[config.mk]
export PLATFORM = sky130hd
export DESIGN_NAME = vc_status_table
export DESIGN_NICKNAME = d
export VERILOG_FILES = /design/src/rtl/vc_status_table.sv
export SDC_FILE = /design/constraint.sdc
export NUM_CORES = 1
export LEC_CHECK = 0
export BUFFER_PORTS_ARGS = -buffer_cell sky130_fd_sc_hd__buf_2
export CAP_MARGIN = 20
export CORE_MARGIN = 2
export CORE_UTILIZATION = 54
export CTS_CLUSTER_DIAMETER = 50
export DETAILED_ROUTE_END_ITERATION = 8
export PLACE_DENSITY = 0.87
export SYNTH_ARGS = -nofsm -noshare
export SYNTH_HDL_FRONTEND = slang
export SYNTH_SLANG_ARGS = --single-unit
[constraint.sdc]
create_clock -name clk -period 4.71 [get_ports clk]
set_input_delay 0.942 -clock clk [delete_from_list [all_inputs] [get_ports clk]]
set_output_delay 0.942 -clock clk [all_outputs]
set_load 0.005 [all_outputs]
[src/rtl/vc_status_table.sv]
// Per-output-port VC status table: allocation FSM plus downstream credit counter
// for every (port, VC) pair. A VC is released only after its tail has left and all credits are back.
module vc_status_table #(
  parameter  int PORT_NUM  = 5,
  parameter  int VC_NUM    = 4,
  parameter  int BUF_DEPTH = 4,
  localparam int VW        = (VC_NUM > 1) ? $clog2(VC_NUM) : 1,
  localparam int CW        = $clog2(BUF_DEPTH + 1)
) (
  input  logic                                   clk,
  input  logic                                   rst,
  input  logic [PORT_NUM-1:0]                    alloc_valid,
  input  logic [PORT_NUM-1:0][VW-1:0]            alloc_vc,
  input  logic [PORT_NUM-1:0]                    flit_sent,
  input  logic [PORT_NUM-1:0][VW-1:0]            flit_vc,
  input  logic [PORT_NUM-1:0]                    flit_tail,
  input  logic [PORT_NUM-1:0]                    credit_in,
  input  logic [PORT_NUM-1:0][VW-1:0]            credit_vc,
  output logic [PORT_NUM-1:0][VC_NUM-1:0]        vc_busy,
  output logic [PORT_NUM-1:0][VC_NUM-1:0]        vc_credit_ok,
  output logic [PORT_NUM-1:0][VC_NUM-1:0][CW-1:0] vc_credits,
  output logic [PORT_NUM-1:0]                    err,
  output logic [PORT_NUM-1:0][VC_NUM-1:0][1:0]   vc_state
);

  // Every event input is a single-cycle pulse qualified by its own strobe
  // (alloc_valid, flit_sent, credit_in); there is no backpressure, illegal events are dropped and flagged.
  typedef enum logic [1:0] {
    S_IDLE   = 2'd0,
    S_ACTIVE = 2'd1,
    S_DRAIN  = 2'd2
  } vc_state_e;

  localparam logic [CW-1:0] FULL = CW'(BUF_DEPTH);

  vc_state_e          state_q [PORT_NUM][VC_NUM];
  vc_state_e          state_d [PORT_NUM][VC_NUM];
  logic [CW-1:0]      cnt_q   [PORT_NUM][VC_NUM];
  logic [CW-1:0]      cnt_d   [PORT_NUM][VC_NUM];
  logic [PORT_NUM-1:0] err_q, err_d;

  logic [PORT_NUM-1:0]             alloc_ok, send_ok, credit_ok;
  logic [PORT_NUM-1:0][VC_NUM-1:0] send_hit, cred_hit;

  always_ff @(posedge clk or posedge rst) begin
    if (rst) begin
      for (int p = 0; p < PORT_NUM; p++) begin
        for (int v = 0; v < VC_NUM; v++) begin
          state_q[p][v] <= S_IDLE;
          cnt_q[p][v]   <= FULL;
        end
      end
      err_q <= '0;
    end else begin
      state_q <= state_d;
      cnt_q   <= cnt_d;
      err_q   <= err_d;
    end
  end

  always_comb begin
    state_d   = state_q;
    cnt_d     = cnt_q;
    err_d     = err_q;
    alloc_ok  = '0;
    send_ok   = '0;
    credit_ok = '0;
    send_hit  = '0;
    cred_hit  = '0;
    for (int p = 0; p < PORT_NUM; p++) begin
      // Legality is decided by matching against real VC indices, so an
      // out-of-range index never matches and is flagged as illegal.
      for (int v = 0; v < VC_NUM; v++) begin
        if (alloc_vc[p] == VW'(v) && state_q[p][v] == S_IDLE)
          alloc_ok[p] = alloc_valid[p];
        if (flit_vc[p] == VW'(v) && state_q[p][v] == S_ACTIVE &&
            (cnt_q[p][v] != '0 || (credit_in[p] && credit_vc[p] == flit_vc[p])))
          send_ok[p] = flit_sent[p];
      end
      // A credit into a full counter is only legal when a same-VC send offsets it.
      for (int v = 0; v < VC_NUM; v++) begin
        if (credit_vc[p] == VW'(v) &&
            (cnt_q[p][v] != FULL || (send_ok[p] && flit_vc[p] == credit_vc[p])))
          credit_ok[p] = credit_in[p];
      end
      err_d[p] = err_q[p] | (alloc_valid[p] & ~alloc_ok[p]) |
                 (flit_sent[p] & ~send_ok[p]) | (credit_in[p] & ~credit_ok[p]);

      for (int v = 0; v < VC_NUM; v++) begin
        send_hit[p][v] = send_ok[p] && flit_vc[p] == VW'(v);
        cred_hit[p][v] = credit_ok[p] && credit_vc[p] == VW'(v);
        cnt_d[p][v]    = cnt_q[p][v] - CW'(send_hit[p][v]) + CW'(cred_hit[p][v]);
        case (state_q[p][v])
          S_IDLE: begin
            if (alloc_ok[p] && alloc_vc[p] == VW'(v)) state_d[p][v] = S_ACTIVE;
          end
          S_ACTIVE: begin
            if (send_hit[p][v] && flit_tail[p])
              state_d[p][v] = (cnt_d[p][v] == FULL) ? S_IDLE : S_DRAIN;
          end
          S_DRAIN: begin
            if (cnt_d[p][v] == FULL) state_d[p][v] = S_IDLE;
          end
          default: state_d[p][v] = S_IDLE;
        endcase
      end
    end
  end

  always_comb begin
    vc_busy      = '0;
    vc_credit_ok = '0;
    vc_credits   = '0;
    vc_state     = '0;
    for (int p = 0; p < PORT_NUM; p++) begin
      for (int v = 0; v < VC_NUM; v++) begin
        vc_busy[p][v]      = state_q[p][v] != S_IDLE;
        vc_credit_ok[p][v] = state_q[p][v] == S_ACTIVE && cnt_q[p][v] != '0;
        vc_credits[p][v]   = cnt_q[p][v];
        vc_state[p][v]     = state_q[p][v];
      end
    end
  end

  assign err = err_q;

endmodule

Yosys cells after proc, flatten, opt, wreduce, memory -nomap -nowiden. Index checks and enable logic that the tools add are counted.

Add/subtract/negate cells: 40. Equality and inequality tests: 195. Muxes and demuxes: 160. Bitwise logic cells: 45. Reductions and logical operators: 325.

Operators with widths (number): 1-bit logical AND (190); 2-bit 2-to-1 mux (80); 2-bit case mux with 3 select lines (20); 2-bit == test, second input constant (50); 2-bit by 1-bit != test with 1-bit output, second input constant (39); 2-bit by 1-bit == test with 1-bit output, second input constant (35); 2-bit zero test (35); 3-bit by 1-bit adder with 3-bit output (20); 3-bit == test, second input constant (20); 1-bit 2-to-1 mux (60); 3-bit != test, second input constant (20); 3-bit AND reduction (20); 3-bit nonzero test (20); 3-bit by 1-bit subtractor with 3-bit output (20); 2-bit != test, second input constant (21); 1-bit logical OR (40); 2-bit nonzero test (20); 2-bit == test (10); 1-bit bitwise AND (15); 1-bit inverter (15); 1-bit bitwise OR (15).

Bits in registers: 105. Output and inout port bits: 145. Word-level logic and storage cells: 806.

Longest topological paths before layout.
Depth after elaboration: 21. Mapped depth: 16. Mapped depth without buffers: 15.

Worst setup path before layout. OpenSTA, ideal clock, no wires.

Path kind: input port to flip-flop. From: in flit_vc[1] (netlist bit). To: reg state_q (netlist bit vc_state[5]). Library setup time: 120 ps. Arrival: 3926 ps. Data required time: 4590 ps. Setup slack: 664 ps. Stages: 16. Buffers on the path: 1. Path through: clkbuf_1 > inv_1 > mux4_2 > a2111oi_4 > nand2b_1 > nor2_1 > ha_1 > inv_1 > ha_1 > inv_1 > fa_1 > xnor2_1 > xnor2_1 > nand3b_1 > and3b_1 > a31o_2.

RTL lines: start: declaration (RTL line 15) `input logic [PORT_NUM-1:0][VW-1:0] flit_vc,`; end signal: assignment (RTL line 55) `state_q <= state_d;`; end: declaration (RTL line 36) `vc_state_e state_q [PORT_NUM][VC_NUM];`.

==> flow_summary.json <==
{
  "outcome": "finished clean",
  "first_iter_violations": 493,
  "hold_path_class": "in2async",
  "ys_types": 79,
  "antenna_found_initial": 0,
  "cts_sinks": 105,
  "powerDensity_nw_per_um2": 617,
  "synth_nets": 830,
  "hold_ws_ps": 466,
  "worstSetupEndpointType": "flip-flop",
  "synth_xor_area_frac": 0.0642,
  "rsz0062_at_grt": "no",
  "syn_area_sq_um": 7090,
  "yosysTopAreaCellShare": 0.300,
  "cts_max_level": 3,
  "critPathLaunchType": "input port",
  "fmax_mhz": 251,
  "clk_pin_slew_ps": 70,
  "async_flop_share": 1.00,
  "finalPower_mw": 5.27,
  "setup_violations": 0,
  "pin_count": 197,
  "rows": 41,
  "coreArea_sq_um": 12700,
  "grt_remaining_overflow": 0,
  "synth_area_leaders": "dfrtp_1 30%, dfstp_2 7.4%, ha_1 7.1%, fa_1 5.6%, xnor2_1 5.2%",
  "final_max_slew_viol_count": 0,
  "grt_pass1_vias": 6012,
  "path_class": "in2reg",
  "synth_top_cell_by_area": "dfrtp_1",
  "finalCritPeriodShare": 0.847,
  "yosys-top-cells-count": "93 x inv_1, 85 x dfrtp_1, 50 x nor2_1",
  "grt_max_degree": 82,
  "initial_utilization": 0.558,
  "hpwl_um": 13800,
  "routed_wl_um": 17500,
  "placed_area_sq_um": 8240,
  "yosys_warnings": 0,
  "vias_per_cell": 5.80,
  "cts-resized-gates": 0,
  "grt_pass1_wl_um": 29200,
  "clk_latency_ps": 350,
  "die_area_sq_um": 14100,
  "cts_buffers": 9,
  "cts_hold_buf": 0,
  "clock_path_buffers": 2,
  "diodes": 0,
  "final_hold_viol_count": 0,
  "port_buffers": 196,
  "period_needed_ps": 3990,
  "pre_cts_slack_ps": 348,
  "slew_headroom": 0.624,
  "yosys.area_share.simple": 0.213,
  "synth_top_family_by_area": "simple AND/OR/NAND/NOR gates",
  "finalNonFillerCells": 1091,
  "stdcell_area_sq_um": 8530,
  "vias": 6327,
  "ys_seq_area_frac": 0.374,
  "p_leak_nw": 4.02,
  "layout-drive-gt1-share": 0.310,
  "drc_errors": 0,
  "drt-wirelength-per-cell_um": 16.1,
  "cp.arrival_ps": 4230,
  "cts_tree": "yes",
  "tightest_slew_ps": 558,
  "gp_congestion": 0.931,
  "grt_usage": 0.254,
  "ys_seq_elements": 105,
  "synthAdderAreaFrac": 0.127,
  "fin_ws_ps": 722,
  "timing.clock.skew_ps": 6.52,
  "die_height_um": 119,
  "synth_compound_area_frac": 0.140,
  "fp.dieW_um": 119,
  "synth_enable_flop_cells": 0,
  "final_util": 0.671,
  "post-cts-setup-buffers": 0,
  "avgSynthCellArea_sq_um": 9.88,
  "dp_cells": 1074,
  "ctsRootBufferMaster": "clkbuf_16",
  "yosysMostFrequentCell": "inv_1",
  "drv_cap": 0,
  "route.antenna.remaining_nets": 0,
  "synth_mux_area_frac": 0.0254,
  "areaGrowthSynthToFinish_pct": 20.3,
  "tns_ps": 0,
  "path_max_fanout": 11,
  "finalNetCount": 1026,
  "synth_cells": 718,
  "cp.required_ps": 4950,
  "vdd_ir_drop_max_mv": 0.352,
  "firstDrtPassIters": 5,
  "synth_ff_type": "dfrtp_1"
}
[registers in the layout, indices dropped and copies added (netlist names)]
signal,flops
err,5
vc_state,40
vc_credits,60
[kinds of logic after synthesis]
logic type      after synthesis
simple gates                255
xor+xnor                     52
buf+inv                     106
flops                       105
compound gates              132
fa+ha+maj                    60
mux                           8
[cell usage in the layout, fill, tap and decap left out, types with 5 or more instances in the layout]
master	netlist	routed
buf_2	1	196
inv_1	93	92
dfrtp_1	85	85
nor2_1	50	50
xnor2_1	42	42
ha_1	40	40
nand2_1	31	31
a31oi_1	26	26
a21oi_1	25	25
nor3_1	24	24
nor2b_1	22	22
or2_2	20	20
fa_1	20	20
dfstp_2	20	20
nand3_1	14	14
nand2b_1	11	11
xor2_1	10	10
nor3b_1	9	9
clkbuf_16	0	9
mux4_2	8	8
and3b_1	8	8
a211oi_1	8	8
or3_1	8	8
o21ai_0	7	7
nor4b_1	7	7
nand3b_1	7	7
and2_1	6	6
a41oi_1	6	6
nand4b_1	5	5
or4_1	5	5
[where the power goes]
group | switching [mW] | leakage [nW] | total (mW) | internal (mW)
clock | 0.329 | 0.133 | 0.687 | 0.358
sequential | 0.538 | 1.22 | 1.91 | 1.37
combinational | 1.32 | 2.67 | 2.67 | 1.36
[critical path, cell delays in order]
cell	delay (ps)
buf_2	210
mux4_2	560
a2111oi_4	500
nand2b_1	240
nor2_1	60
ha_1	290
inv_1	60
ha_1	120
inv_1	50
fa_1	370
xnor2_1	170
xnor2_1	160
nand3b_1	110
and3b_1	180
a31o_2	200
[path summary, 6_finish.rpt]
path                       cells past startpoint                      from                        to  slack [ps]
hold reg to reg                                1  vc_state[37]$_DFFE_PP0P_  vc_state[36]$_DFFE_PP0P_         500
setup reg to reg                              15   vc_state[6]$_DFFE_PP0P_   vc_state[5]$_DFFE_PP0P_         960
setup / recovery                              15                flit_vc[0]   vc_state[5]$_DFFE_PP0P_         720
max in group asynchronous                      3                       rst   vc_credits[2]$_DFF_PP1_        3630
hold / removal                                 2                       rst  vc_credits[28]$_DFF_PP0_         470
min in group clk                               1  vc_state[37]$_DFFE_PP0P_  vc_state[36]$_DFFE_PP0P_         500
[per-layer routing]
| metal | global-route usage | vias to the layer above | wire [um] |
|---|---|---|---|
| met4 | 0.0900 | 0 | 341 |
| met3 | 0.0347 | 30 | 1040 |
| li1 | - | 2963 | - |
| met1 | 0.336 | 3073 | 7550 |
| met2 | 0.428 | 261 | 8620 |
| met5 | 0 | - | 0 |
[final cells by class]
class | count | area, sq um
flip-flops and latches | 105 | 2650
fillers | 1027 | 4190
clock buffers | 11 | 233
multi-input cells | 507 | 4030
clock inverters | 5 | 32.5
repair buffers | 198 | 1020
well taps | 172 | 215
inverters | 93 | 352
No activity file was read; power rests on OpenSTA's default activity.
